$ cat src/rtl/mem_defs.sv
// Shared memory-cluster definitions: store-queue IDs/pointers, drain FSM states,
// per-entry allocation state, nuke packet and the circular ROB age compare.
package mem_defs;

    localparam int unsigned STQ_NUM_ENTRIES = 8;
    localparam int unsigned STQ_ID_W        = $clog2(STQ_NUM_ENTRIES);
    localparam int unsigned ROB_ID_W        = 6;

    typedef logic [ROB_ID_W-1:0] t_rob_id;
    typedef logic [STQ_ID_W-1:0] t_stq_id;
    typedef logic [STQ_ID_W:0]   t_stq_ptr;

    typedef enum logic [1:0] {
        DR_IDLE = 2'd0,
        DR_REQ  = 2'd1,
        DR_WAIT = 2'd2
    } t_stq_drain_state;

    typedef struct packed {
        logic    valid;
        t_rob_id robid;
        logic    issued;
        logic    senior;
    } t_stq_alloc_entry;

    typedef struct packed {
        logic    valid;
        t_rob_id robid;
    } t_nuke_pkt;

    // True when a is the same age as or younger than b, ages taken relative to oldest.
    function automatic logic rob_younger_eq(input t_rob_id a, input t_rob_id b,
                                            input t_rob_id oldest);
        t_rob_id age_a;
        t_rob_id age_b;
        age_a = a - oldest;
        age_b = b - oldest;
        return age_a >= age_b;
    endfunction

endpackage

$ cat src/rtl/stq_alloc_ctl_entry.sv
// One store-queue allocation entry: valid/issued/senior tracking and its own
// nuke flush decision.
module stq_alloc_ctl_entry
    import mem_defs::*;
(
    input  logic      clk,
    input  logic      reset,
    input  logic      i_alloc,
    input  t_rob_id   i_alloc_robid,
    input  logic      i_issue,
    input  logic      i_clear,
    input  t_rob_id   i_oldest_robid,
    input  t_nuke_pkt i_nuke,
    output logic      o_valid,
    output logic      o_senior,
    output logic      o_flush_c
);

    t_stq_alloc_entry r_ent;
    logic             w_senior_set;

    assign w_senior_set = r_ent.valid & r_ent.issued & (r_ent.robid == i_oldest_robid);

    // An entry becoming senior this cycle is already committed and must survive.
    assign o_flush_c = i_nuke.valid & r_ent.valid & ~r_ent.senior & ~w_senior_set
                     & rob_younger_eq(r_ent.robid, i_nuke.robid, i_oldest_robid);

    always_ff @(posedge clk or negedge reset) begin
        if (!reset) begin
            r_ent <= '0;
        end else if (i_clear || o_flush_c) begin
            r_ent <= '0;
        end else if (i_alloc) begin
            r_ent <= '{valid: 1'b1, robid: i_alloc_robid, issued: 1'b0, senior: 1'b0};
        end else begin
            if (i_issue) begin
                r_ent.issued <= 1'b1;
            end
            if (w_senior_set) begin
                r_ent.senior <= 1'b1;
            end
        end
    end

    assign o_valid  = r_ent.valid;
    assign o_senior = r_ent.senior;

endmodule

$ cat src/rtl/stq_alloc_ctl.sv
// Store-queue allocation and drain controller: in-order ID allocation, nuke tail
// rollback and one-at-a-time senior store drain. Perf counters under STQ_ALLOC_PERF_EN.
module stq_alloc_ctl
    import mem_defs::*;
#(
    parameter int unsigned NUM_ENTRIES = STQ_NUM_ENTRIES
) (
    input  logic        clk,
    input  logic        reset,
    input  logic        disp_valid_rs0,
    input  logic        disp_is_st_rs0,
    input  t_rob_id     disp_robid_rs0,
    output logic        stq_alloc_ok_rs0,
    output t_stq_id     stq_alloc_id_rs0,
    input  logic        iss_st_mm0,
    input  t_stq_id     iss_stqid_mm0,
    input  t_nuke_pkt   nuke_rb1,
    input  t_rob_id     oldest_robid,
    output logic        drain_req,
    output t_stq_id     drain_stqid,
    input  logic        drain_gnt,
    input  logic        drain_done,
    output logic [31:0] perf_full_stall_cnt,
    output logic [31:0] perf_nuke_flush_cnt
);

    localparam int unsigned ID_W  = $clog2(NUM_ENTRIES);
    localparam int unsigned PTR_W = ID_W + 1;
    localparam int unsigned CNT_W = ID_W + 1;

    logic [PTR_W-1:0]       r_head;
    logic [PTR_W-1:0]       r_tail;
    logic [PTR_W-1:0]       w_head_nxt;
    logic [PTR_W-1:0]       w_tail_nxt;
    logic [PTR_W-1:0]       w_count;
    logic [ID_W-1:0]        w_head_id;
    logic [ID_W-1:0]        w_tail_id;
    logic                   w_full;
    logic                   w_alloc;
    logic                   w_free;
    logic [CNT_W-1:0]       w_surv_cnt;
    t_stq_drain_state       r_state;
    t_stq_drain_state       w_state_nxt;
    logic                   r_drain_req;

    logic [NUM_ENTRIES-1:0] w_ent_valid;
    logic [NUM_ENTRIES-1:0] w_ent_senior;
    logic [NUM_ENTRIES-1:0] w_flush;
    logic [NUM_ENTRIES-1:0] w_clear;

    assign w_head_id        = r_head[ID_W-1:0];
    assign w_tail_id        = r_tail[ID_W-1:0];
    assign w_count          = r_tail - r_head;
    assign w_full           = (w_count == PTR_W'(NUM_ENTRIES));
    assign w_alloc          = disp_valid_rs0 & disp_is_st_rs0 & ~w_full & ~nuke_rb1.valid;
    assign stq_alloc_ok_rs0 = ~w_full;
    assign stq_alloc_id_rs0 = t_stq_id'(w_tail_id);
    assign drain_req        = r_drain_req;
    assign drain_stqid      = t_stq_id'(w_head_id);

    for (genvar gi = 0; gi < NUM_ENTRIES; gi++) begin : g_ent
        assign w_clear[gi] = w_free & (w_head_id == ID_W'(gi));

        stq_alloc_ctl_entry u_ent (
            .clk            (clk),
            .reset          (reset),
            .i_alloc        (w_alloc & (w_tail_id == ID_W'(gi))),
            .i_alloc_robid  (disp_robid_rs0),
            .i_issue        (iss_st_mm0 & (iss_stqid_mm0 == ID_W'(gi))),
            .i_clear        (w_clear[gi]),
            .i_oldest_robid (oldest_robid),
            .i_nuke         (nuke_rb1),
            .o_valid        (w_ent_valid[gi]),
            .o_senior       (w_ent_senior[gi]),
            .o_flush_c      (w_flush[gi])
        );
    end

    // Survivors exclude both flushed entries and a head freed this cycle.
    always_comb begin
        w_surv_cnt = '0;
        for (int i = 0; i < int'(NUM_ENTRIES); i++) begin
            w_surv_cnt = w_surv_cnt + CNT_W'(w_ent_valid[i] & ~w_flush[i] & ~w_clear[i]);
        end
    end

    assign w_head_nxt = r_head + PTR_W'(w_free);
    assign w_tail_nxt = nuke_rb1.valid ? (w_head_nxt + PTR_W'(w_surv_cnt))
                                       : (r_tail + PTR_W'(w_alloc));

    // Drain FSM next state; the freeing pulse is only honoured in DR_WAIT.
    always_comb begin
        w_state_nxt = r_state;
        w_free      = 1'b0;
        case (r_state)
            DR_IDLE: begin
                if (w_ent_valid[w_head_id] && w_ent_senior[w_head_id]) begin
                    w_state_nxt = DR_REQ;
                end
            end
            DR_REQ: begin
                if (drain_gnt) begin
                    w_state_nxt = DR_WAIT;
                end
            end
            DR_WAIT: begin
                if (drain_done) begin
                    w_free      = 1'b1;
                    w_state_nxt = DR_IDLE;
                end
            end
            default: begin
                w_state_nxt = DR_IDLE;
            end
        endcase
    end

    always_ff @(posedge clk or negedge reset) begin
        if (!reset) begin
            r_state     <= DR_IDLE;
            r_drain_req <= 1'b0;
            r_head      <= '0;
            r_tail      <= '0;
        end else begin
            r_state     <= w_state_nxt;
            r_drain_req <= (w_state_nxt == DR_REQ);
            r_head      <= w_head_nxt;
            r_tail      <= w_tail_nxt;
        end
    end

`ifdef STQ_ALLOC_PERF_EN
    logic             w_stall;
    logic [CNT_W-1:0] w_flush_cnt;
    logic [32:0]      w_nuke_sum;
    logic [31:0]      r_full_stall_cnt;
    logic [31:0]      r_nuke_flush_cnt;

    assign w_stall = disp_valid_rs0 & disp_is_st_rs0 & w_full;

    always_comb begin
        w_flush_cnt = '0;
        for (int i = 0; i < int'(NUM_ENTRIES); i++) begin
            w_flush_cnt = w_flush_cnt + CNT_W'(w_flush[i]);
        end
    end

    assign w_nuke_sum = {1'b0, r_nuke_flush_cnt} + 33'(w_flush_cnt);

    // Both counters saturate at all-ones.
    always_ff @(posedge clk or negedge reset) begin
        if (!reset) begin
            r_full_stall_cnt <= '0;
            r_nuke_flush_cnt <= '0;
        end else begin
            if (w_stall && (r_full_stall_cnt != '1)) begin
                r_full_stall_cnt <= r_full_stall_cnt + 32'd1;
            end
            r_nuke_flush_cnt <= w_nuke_sum[32] ? '1 : w_nuke_sum[31:0];
        end
    end

    assign perf_full_stall_cnt = r_full_stall_cnt;
    assign perf_nuke_flush_cnt = r_nuke_flush_cnt;
`else
    assign perf_full_stall_cnt = '0;
    assign perf_nuke_flush_cnt = '0;
`endif

endmodule

$ cat config.mk
export PLATFORM = sky130hd
export DESIGN_NAME = stq_alloc_ctl
export DESIGN_NICKNAME = d
export VERILOG_FILES = /design/src/rtl/mem_defs.sv /design/src/rtl/stq_alloc_ctl_entry.sv /design/src/rtl/stq_alloc_ctl.sv
export SDC_FILE = /design/constraint.sdc
export NUM_CORES = 1
export LEC_CHECK = 0
export ABC_AREA = 1
export BUFFER_PORTS_ARGS = -buffer_cell sky130_fd_sc_hd__buf_2
export CORE_ASPECT_RATIO = 0.75
export CORE_MARGIN = 3
export CORE_UTILIZATION = 23
export CTS_BUF_LIST = sky130_fd_sc_hd__clkbuf_16
export CTS_CLUSTER_DIAMETER = 40
export DETAILED_ROUTE_END_ITERATION = 10
export GPL_TIMING_DRIVEN = 0
export MAX_ROUTING_LAYER = met4
export SYNTH_ARGS = -nofsm -noshare
export SYNTH_HDL_FRONTEND = slang
export SYNTH_HIERARCHICAL = 1
export SYNTH_SLANG_ARGS = --single-unit
$ cat constraint.sdc
create_clock -name clk -period 5.1 [get_ports clk]
set_clock_uncertainty 0.05 [all_clocks]
set_input_delay 0 -clock clk [delete_from_list [all_inputs] [get_ports clk]]
set_output_delay 0 -clock clk [all_outputs]
set_load 0.005 [all_outputs]
==> results of run 1 <==
[layout by cell type (no fill, tap or decap), drive strengths merged]
master and count:
ha 132, nor3b 2, nor2 93, inv 238, o21a 1, nand3b 1, nand3 73, nand4 105
or3b 6, xnor2 42, fa 21, dlygate4sd3 5, a21oi 61, clkinv 11, xor2 26, clkbuf 16
conb 64, dfrtp 83, nor3 16, nand2 314, buf 148, a21o 8, bufinv 1, o21ai 20
[cells by family after synthesis]
family | after synthesis
AO/OA/AOI/OAI | 90
XOR/XNOR | 68
adder cells (fa/ha/maj) | 153
buffers and inverters | 341
flip-flops | 83
other | 1
AND/OR/NAND/NOR | 610
[worst paths after layout]
path                                                     start                             endpoint  slack, ps  depth (start not counted)
max                        g_ent[0].u_ent/r_ent[2]$_DFFE_PN0P_                  r_tail[2]$_DFF_PN0_       -360                         29
min                                           iss_stqid_mm0[1]  g_ent[7].u_ent/r_ent[1]$_DFFE_PN0P_          9                          5
max reg2reg                g_ent[0].u_ent/r_ent[2]$_DFFE_PN0P_                  r_tail[2]$_DFF_PN0_       -360                         29
min reg2reg                g_ent[0].u_ent/r_ent[1]$_DFFE_PN0P_  g_ent[0].u_ent/r_ent[1]$_DFFE_PN0P_        470                          2
max in group asynchronous                                reset  g_ent[4].u_ent/r_ent[7]$_DFFE_PN0P_       4350                          3
min in group asynchronous                                reset                  r_tail[0]$_DFF_PN0_         20                          2
[Yosys cell counts (4+ instances only)]
| library cell | n | share of area (%) |
|---|---|---|
| sky130_fd_sc_hd__xor2_1 | 26 | 2.4 |
| sky130_fd_sc_hd__nor2_1 | 90 | 3.5 |
| sky130_fd_sc_hd__inv_2 | 39 | 1.5 |
| sky130_fd_sc_hd__xnor2_1 | 42 | 3.8 |
| sky130_fd_sc_hd__nand2_1 | 302 | 12 |
| sky130_fd_sc_hd__or3b_1 | 6 | 0.54 |
| sky130_fd_sc_hd__ha_1 | 132 | 17 |
| sky130_fd_sc_hd__nand2_2 | 4 | 0.26 |
| sky130_fd_sc_hd__clkinv_1 | 7 | 0.27 |
| sky130_fd_sc_hd__buf_4 | 71 | 5.5 |
| sky130_fd_sc_hd__o21ai_1 | 14 | 0.72 |
| sky130_fd_sc_hd__nand2_4 | 8 | 0.93 |
| sky130_fd_sc_hd__nor3_1 | 15 | 0.78 |
| sky130_fd_sc_hd__buf_2 | 10 | 0.52 |
| sky130_fd_sc_hd__o21ai_0 | 6 | 0.31 |
| sky130_fd_sc_hd__fa_1 | 21 | 4.3 |
| sky130_fd_sc_hd__dfrtp_1 | 83 | 21 |
| sky130_fd_sc_hd__clkbuf_4 | 7 | 0.54 |
| sky130_fd_sc_hd__nand3_1 | 71 | 3.7 |
| sky130_fd_sc_hd__buf_6 | 10 | 1.2 |
| sky130_fd_sc_hd__a21o_1 | 8 | 0.62 |
| sky130_fd_sc_hd__nand4_1 | 105 | 6.8 |
| sky130_fd_sc_hd__a21oi_1 | 61 | 3.2 |
| sky130_fd_sc_hd__inv_1 | 196 | 7.6 |
[per-stage QoR]
stage	TNS [ps]	utilization [%]	hold WS [ps]	total power, mW	instances
after floorplan	0	-	-346	3.41	1409
after global placement	-1430	26.4	230	4.14	2006
after detailed placement	-1690	26.4	-153	4.24	2007
after CTS	-646	27.8	0.0296	5.06	2047
after global routing	-1570	27.8	38.9	5.64	2048
final	-888	27.8	9.06	5.08	2048
[critical path: cells and delay by family, from the launching register on]
family	cells	cell delay [ps]
buffers and inverters	15	1520
adder cells (fa/ha/maj)	5	2270
flip-flops	1	410
AO/OA/AOI/OAI	1	90
XOR/XNOR	1	170
AND/OR/NAND/NOR	7	870
[sequential cells by signal, indices dropped and copies added, names as in the netlist]
name and flops:
g_ent.u_ent/r_ent 56, g_ent.u_ent/o_senior 8, g_ent.u_ent/o_valid 8, r_head 4, r_tail 4, r_state 2, drain_req 1
[power by group]
part / total (mW) / internal [mW] / switching [mW]
registers: 1.14 / 0.898 / 0.243
clock network: 0.672 / 0.383 / 0.290
logic: 3.26 / 1.38 / 1.88
total: 5.08 / 2.66 / 2.42
[layer usage]
metal	vias to the layer above	GRT usage, %	wire length, um
li1	4474	-	-
met1	4072	18.8	14400
met2	236	19.3	11800
met3	29	2.04	1630
met4	0	2.17	393
met5	-	-	0
[area by class of cell]
| class | count | share of cell area, % |
|---|---|---|
| buffer | 98 | 6.53 |
| clock inverter | 7 | 0.645 |
| clock buffer | 9 | 1.97 |
| timing repair buffer | 62 | 3.62 |
| multi-input combinational | 985 | 55.0 |
| sequential | 83 | 18.1 |
| inverter | 243 | 8.01 |
| tap | 561 | 6.13 |
[what timing repair did]
item	4_1_cts	5_1_grt
endpoints found under the setup margin	4	4
gates resized for setup	19	5
setup buffers	19	1
pin swaps	10	3
hold buffers	5	0
endpoints found under the hold margin	88	0
==> results.sh, run 1 <==
export IMPL_status="complete, but fails checks"
export IMPL_violations="setup timing"
export IMPL_yosysWarningCount=6
export IMPL_first_iter_violations=595
export IMPL_critPathArrivalTime_ps=5670
export IMPL_post_synth_mux_area_share_pct=0
export IMPL_worst_skew_pair_late_latency_ps=340
export IMPL_number_of_cells_produced_by_synthesis=1346
export IMPL_yosys_area_share_adder_pct=21.4
export IMPL_setup_worst_path_end_class="flop"
export IMPL_clock_sinks=83
export IMPL_synth_edf_count=0
export IMPL_num_antenna_cells=0
export IMPL_total_die_area_um2=44600
export IMPL_pre_cts_ws_ps=-568
export IMPL_die_h_um=184
export IMPL_cp_required_ps=5320
export IMPL_grt_first_pass_wirelength_um=45200
export IMPL_post_synth_num_cell_types=32
export IMPL_critical_path_most_common_cell="sky130_fd_sc_hd__buf_4"
export IMPL_total_leakage_power_nw=6.50
export IMPL_synthesis_area_per_instance_um2=7.19
export IMPL_sequential_cell_area_um2=2080
export IMPL_setup_worst_path_class="reg2reg"
export IMPL_highest_achievable_clock_rate_mhz=183
export IMPL_hold_path_class="in2reg"
export IMPL_grt_antenna_before_repair=0
export IMPL_drive_above_1_share_pct=17.4
export IMPL_synth_top_family_by_area="simple AND/OR/NAND/NOR gates"
export IMPL_port_buffers=36
export IMPL_post_route_min_period_ps=5460
export IMPL_post_synthesis_simple_gate_area_fraction_pct=28.9
export IMPL_routedWlPerCell_um=13.8
export IMPL_post_drt_via_cell_ratio=4.30
export IMPL_nets=1664
export IMPL_place_detailed_hpwl_um=21500
export IMPL_post_route_period_util_pct=107
export IMPL_clock_tree_buffer_depth=2
export IMPL_cts_reportedPaths_clkPinSlew_ps=70
export IMPL_grt_max_degree=68
export IMPL_area_of_the_multi_input_gates_um2=6300
export IMPL_placement_cell_area_um2=10900
export IMPL_cts_inserted_buffers=9
export IMPL_timing_final_setup_violations=3
export IMPL_max_slew_margin_rel_pct=52.6
export IMPL_asyncSetResetFlopFracSynth_pct=100
export IMPL_routed_via_count=8811
export IMPL_drc=0
export IMPL_drt_wl_total_um=28200
export IMPL_cts_root_buf="sky130_fd_sc_hd__clkbuf_16"
export IMPL_critical_path_max_stage_delay_ps=510
export IMPL_ir_worst_vdd_v=0.000242
export IMPL_grt_ovfl_total=0
export IMPL_slew_viol_final=0
export IMPL_tritoncts="done"
export IMPL_synth_xor_area_share_pct=6.15
export IMPL_timing_hold_violations_final=0
export IMPL_grt_pass1_vias=8544
export IMPL_antenna_violating_nets_post_route=0
export IMPL_critPathLaunchType="flop"
export IMPL_synth_seq_cells=83
export IMPL_slowest_stage="sky130_fd_sc_hd__fa_1"
export IMPL_num_io_pins=101
export IMPL_floorplan_initialDensity_pct=23.5
export IMPL_die_width_um=243
export IMPL_ys_dominant_reg_cell="sky130_fd_sc_hd__dfrtp_1"
export IMPL_synth_sequential_area_ratio_pct=21.5
export IMPL_gp_congestion=0.870
export IMPL_synth_area_um2=9680
export IMPL_drtPass1Iterations=5
export IMPL_floorplan_rows=64
export IMPL_synth_compound_gate_area_share_pct=4.88
export IMPL_postLayoutCellArea_um2=11500
export IMPL_postLayoutSetupSlackWorst_ps=-355
export IMPL_drv_cap=0
export IMPL_cts_max_level=3
export IMPL_grt_util_all_layers_pct=13.0
export IMPL_worstPathMaxFanout=2
export IMPL_fillerInstances=4515
export IMPL_grt_setup_unrepaired="true"
export IMPL_worst_slew_pin_tran_ps=711
export IMPL_design_core_area_um2=41200
export IMPL_pwr_density_cell_nw_per_um2=443
export IMPL_area_delta_synth_final_pct=18.3
(Power assumes the default switching activity.)
==> run 2: changes to the inputs <==
--- a/config.mk
+++ b/config.mk
@@ -15,6 +15,7 @@
 export DETAILED_ROUTE_END_ITERATION = 10
 export GPL_TIMING_DRIVEN = 0
 export MAX_ROUTING_LAYER = met4
+export RECOVER_POWER = 25
 export SYNTH_ARGS = -nofsm -noshare
 export SYNTH_HDL_FRONTEND = slang
 export SYNTH_HIERARCHICAL = 1
==> run 2 against run 1 <==
  * The flow finishes with violations (capacitance limit, slew limit, setup timing)
  * Worst hold slack better by 0.52 ps
  * Utilization fell by 0.052 points
  * Sequential power is essentially flat
==> results.sh, run 2 (same netlist as run 1, synthesis figures left out) <==
export IMPL_status="complete, but fails checks"
export IMPL_violations="capacitance limit, slew limit, setup timing"
export IMPL_depth_of_the_worst_register_to_register_path=29
export IMPL_post_route_min_period_ps=5450
export IMPL_hold_path_class="in2reg"
export IMPL_routedWlPerCell_um=13.8
export IMPL_grt_antenna_before_repair=0
export IMPL_design_core_area_um2=41200
export IMPL_setup_worst_path_end_class="flop"
export IMPL_grt_pass1_vias=8544
export IMPL_floorplan_rows=64
export IMPL_cts_max_level=3
export IMPL_worstPathMaxFanout=2
export IMPL_gp_congestion=0.870
export IMPL_pwr_density_cell_nw_per_um2=444
export IMPL_p_int_mw=2.66
export IMPL_swShare_pct=47.6
export IMPL_critical_path_max_stage_delay_ps=510
export IMPL_crit_path_start="g_ent[0].u_ent/r_ent[2]$_DFFE_PN0P_"
export IMPL_grt_util_all_layers_pct=13.0
export IMPL_drtPass1Iterations=5
export IMPL_drt_wl_total_um=28200
export IMPL_total_die_area_um2=44600
export IMPL_max_slew_margin_rel_pct=-114
export IMPL_worst_skew_pair_late_latency_ps=340
export IMPL_die_width_um=243
export IMPL_floorplan_initialDensity_pct=23.5
export IMPL_routed_via_count=8801
export IMPL_grt_setup_unrepaired="true"
export IMPL_num_antenna_cells=0
export IMPL_setup_worst_path_class="reg2reg"
export IMPL_post_route_period_util_pct=107
export IMPL_power_total_mw=5.08
export IMPL_die_h_um=184
export IMPL_layout_cells_most_common="sky130_fd_sc_hd__nand2_1"
export IMPL_clock_tree_buffer_depth=2
export IMPL_most_common_layout_cells="sky130_fd_sc_hd__nand2_1, sky130_fd_sc_hd__inv_1, sky130_fd_sc_hd__ha_1"
export IMPL_r2r_start="g_ent[0].u_ent/r_ent[2]$_DFFE_PN0P_"
export IMPL_share_seq_of_total_power_pct=22.5
export IMPL_cts_reportedPaths_clkPinSlew_ps=70
export IMPL_num_io_pins=101
export IMPL_share_clk_of_total_power_pct=13.2
export IMPL_grt_max_degree=68
export IMPL_cts_inserted_buffers=9
export IMPL_critPathArrivalTime_ps=5670
export IMPL_max_flop_register="g_ent.u_ent/r_ent"
export IMPL_timing_hold_violations_final=0
export IMPL_drc=0
export IMPL_postLayoutSetupSlackWorst_ps=-349
export IMPL_slew_viol_final=68
export IMPL_drive_above_1_share_pct=17.3
export IMPL_tritoncts="done"
export IMPL_cts_root_buf="sky130_fd_sc_hd__clkbuf_16"
export IMPL_total_leakage_power_nw=6.49
export IMPL_area_of_the_multi_input_gates_um2=6300
export IMPL_critical_path_most_common_cell="sky130_fd_sc_hd__buf_4"
export IMPL_timing_critical_path_to="r_tail[2]$_DFF_PN0_"
export IMPL_port_buffers=36
export IMPL_area_delta_synth_final_pct=18.1
export IMPL_sequential_cell_area_um2=2080
export IMPL_critPathLaunchType="flop"
export IMPL_post_drt_via_cell_ratio=4.30
export IMPL_place_detailed_hpwl_um=21500
export IMPL_ir_worst_vdd_v=0.000243
export IMPL_highest_achievable_clock_rate_mhz=184
export IMPL_final_util_pct=27.8
export IMPL_slowest_stage="sky130_fd_sc_hd__fa_1"
export IMPL_cp_required_ps=5320
export IMPL_net_switching_power_mw=2.42
export IMPL_drv_cap=1
export IMPL_grt_first_pass_wirelength_um=45200
export IMPL_first_iter_violations=557
export IMPL_fillerInstances=4518
export IMPL_grt_ovfl_total=0
export IMPL_nets=1664
export IMPL_reg2reg_to="r_tail[2]$_DFF_PN0_"
export IMPL_ff2ff_setup_slack_ps=-350
export IMPL_timing_final_setup_violations=3
export IMPL_clock_sinks=83
export IMPL_largest_register_ff_count=56
export IMPL_antenna_violating_nets_post_route=0
export IMPL_pwr_share_comb_pct=64.3
export IMPL_worst_slew_pin_tran_ps=3210
==> run 2: routing by layer <==
layer,vias up,GRT usage [%],wire length (um)
li1,4476,-,-
met1,4078,18.8,14400
met2,216,19.3,11800
met3,31,2.04,1590
met4,0,2.17,427
met5,-,-,0
==> run 2: worst min path at each step <==
stage,startpoint,slack (ps),cells past startpoint,to
after floorplan,reset,-350,0,drain_req$_DFF_PN0_
after global placement,drain_done,230,3,r_state[1]$_DFF_PN0_
after detailed placement,reset,-150,1,g_ent[0].u_ent/r_ent[6]$_DFFE_PN0P_
after CTS,iss_stqid_mm0[1],0.03,5,g_ent[7].u_ent/r_ent[1]$_DFFE_PN0P_
after global routing,disp_robid_rs0[5],40,3,g_ent[4].u_ent/r_ent[7]$_DFFE_PN0P_
final,iss_stqid_mm0[1],10,5,g_ent[7].u_ent/r_ent[1]$_DFFE_PN0P_
==> run 2: stage by stage <==
stage          TNS (ps)  hold WS (ps)  instance area, um^2  cells  worst slack (ps)
6_report           -860          9.57                11400   2048              -349
5_1_grt           -1570          38.9                11400   2048              -523
4_1_cts            -646        0.0296                11400   2047              -273
3_5_place_dp      -1690          -153                10900   2007              -568
3_3_place_gp      -1430           230                10800   2006              -500
2_1_floorplan         0          -346                 9960   1409              34.6
==> run 2: power by group through the flow <==
stage | clock [mW] | sequential (mW) | combinational, mW
finish | 0.671 | 1.14 | 3.26
global route | 0.717 | 1.18 | 3.74
CTS | 0.680 | 1.14 | 3.24
detailed placement | 0 | 1.15 | 3.09
global placement | 0 | 1.14 | 3.00
floorplan | 0 | 1.06 | 2.35
==> run 2: area by class of cell <==
class	instances	area share, %
tap	561	6.14
clock buffer	9	1.97
clock inverter	7	0.646
timing repair buffer	62	3.44
sequential	83	18.2
inverter	243	8.02
multi-input combinational	985	55.1
buffer	98	6.54
==> run 2: critical path, delay by kind of cell (launching register included) <==
family,cells,cell delay (ps)
flip-flops,1,410
AND/OR/NAND/NOR,7,860
XOR/XNOR,1,170
AO/OA/AOI/OAI,1,90
buffers and inverters,15,1520
adder cells (fa/ha/maj),5,2260
==> run 2: timing repair <==
item	in CTS	in global routing
endpoints found under the hold margin	88	0
endpoints found under the setup margin	4	4
setup buffers	19	1
resized for setup	19	5
pin swaps	10	3
hold buffers	5	0
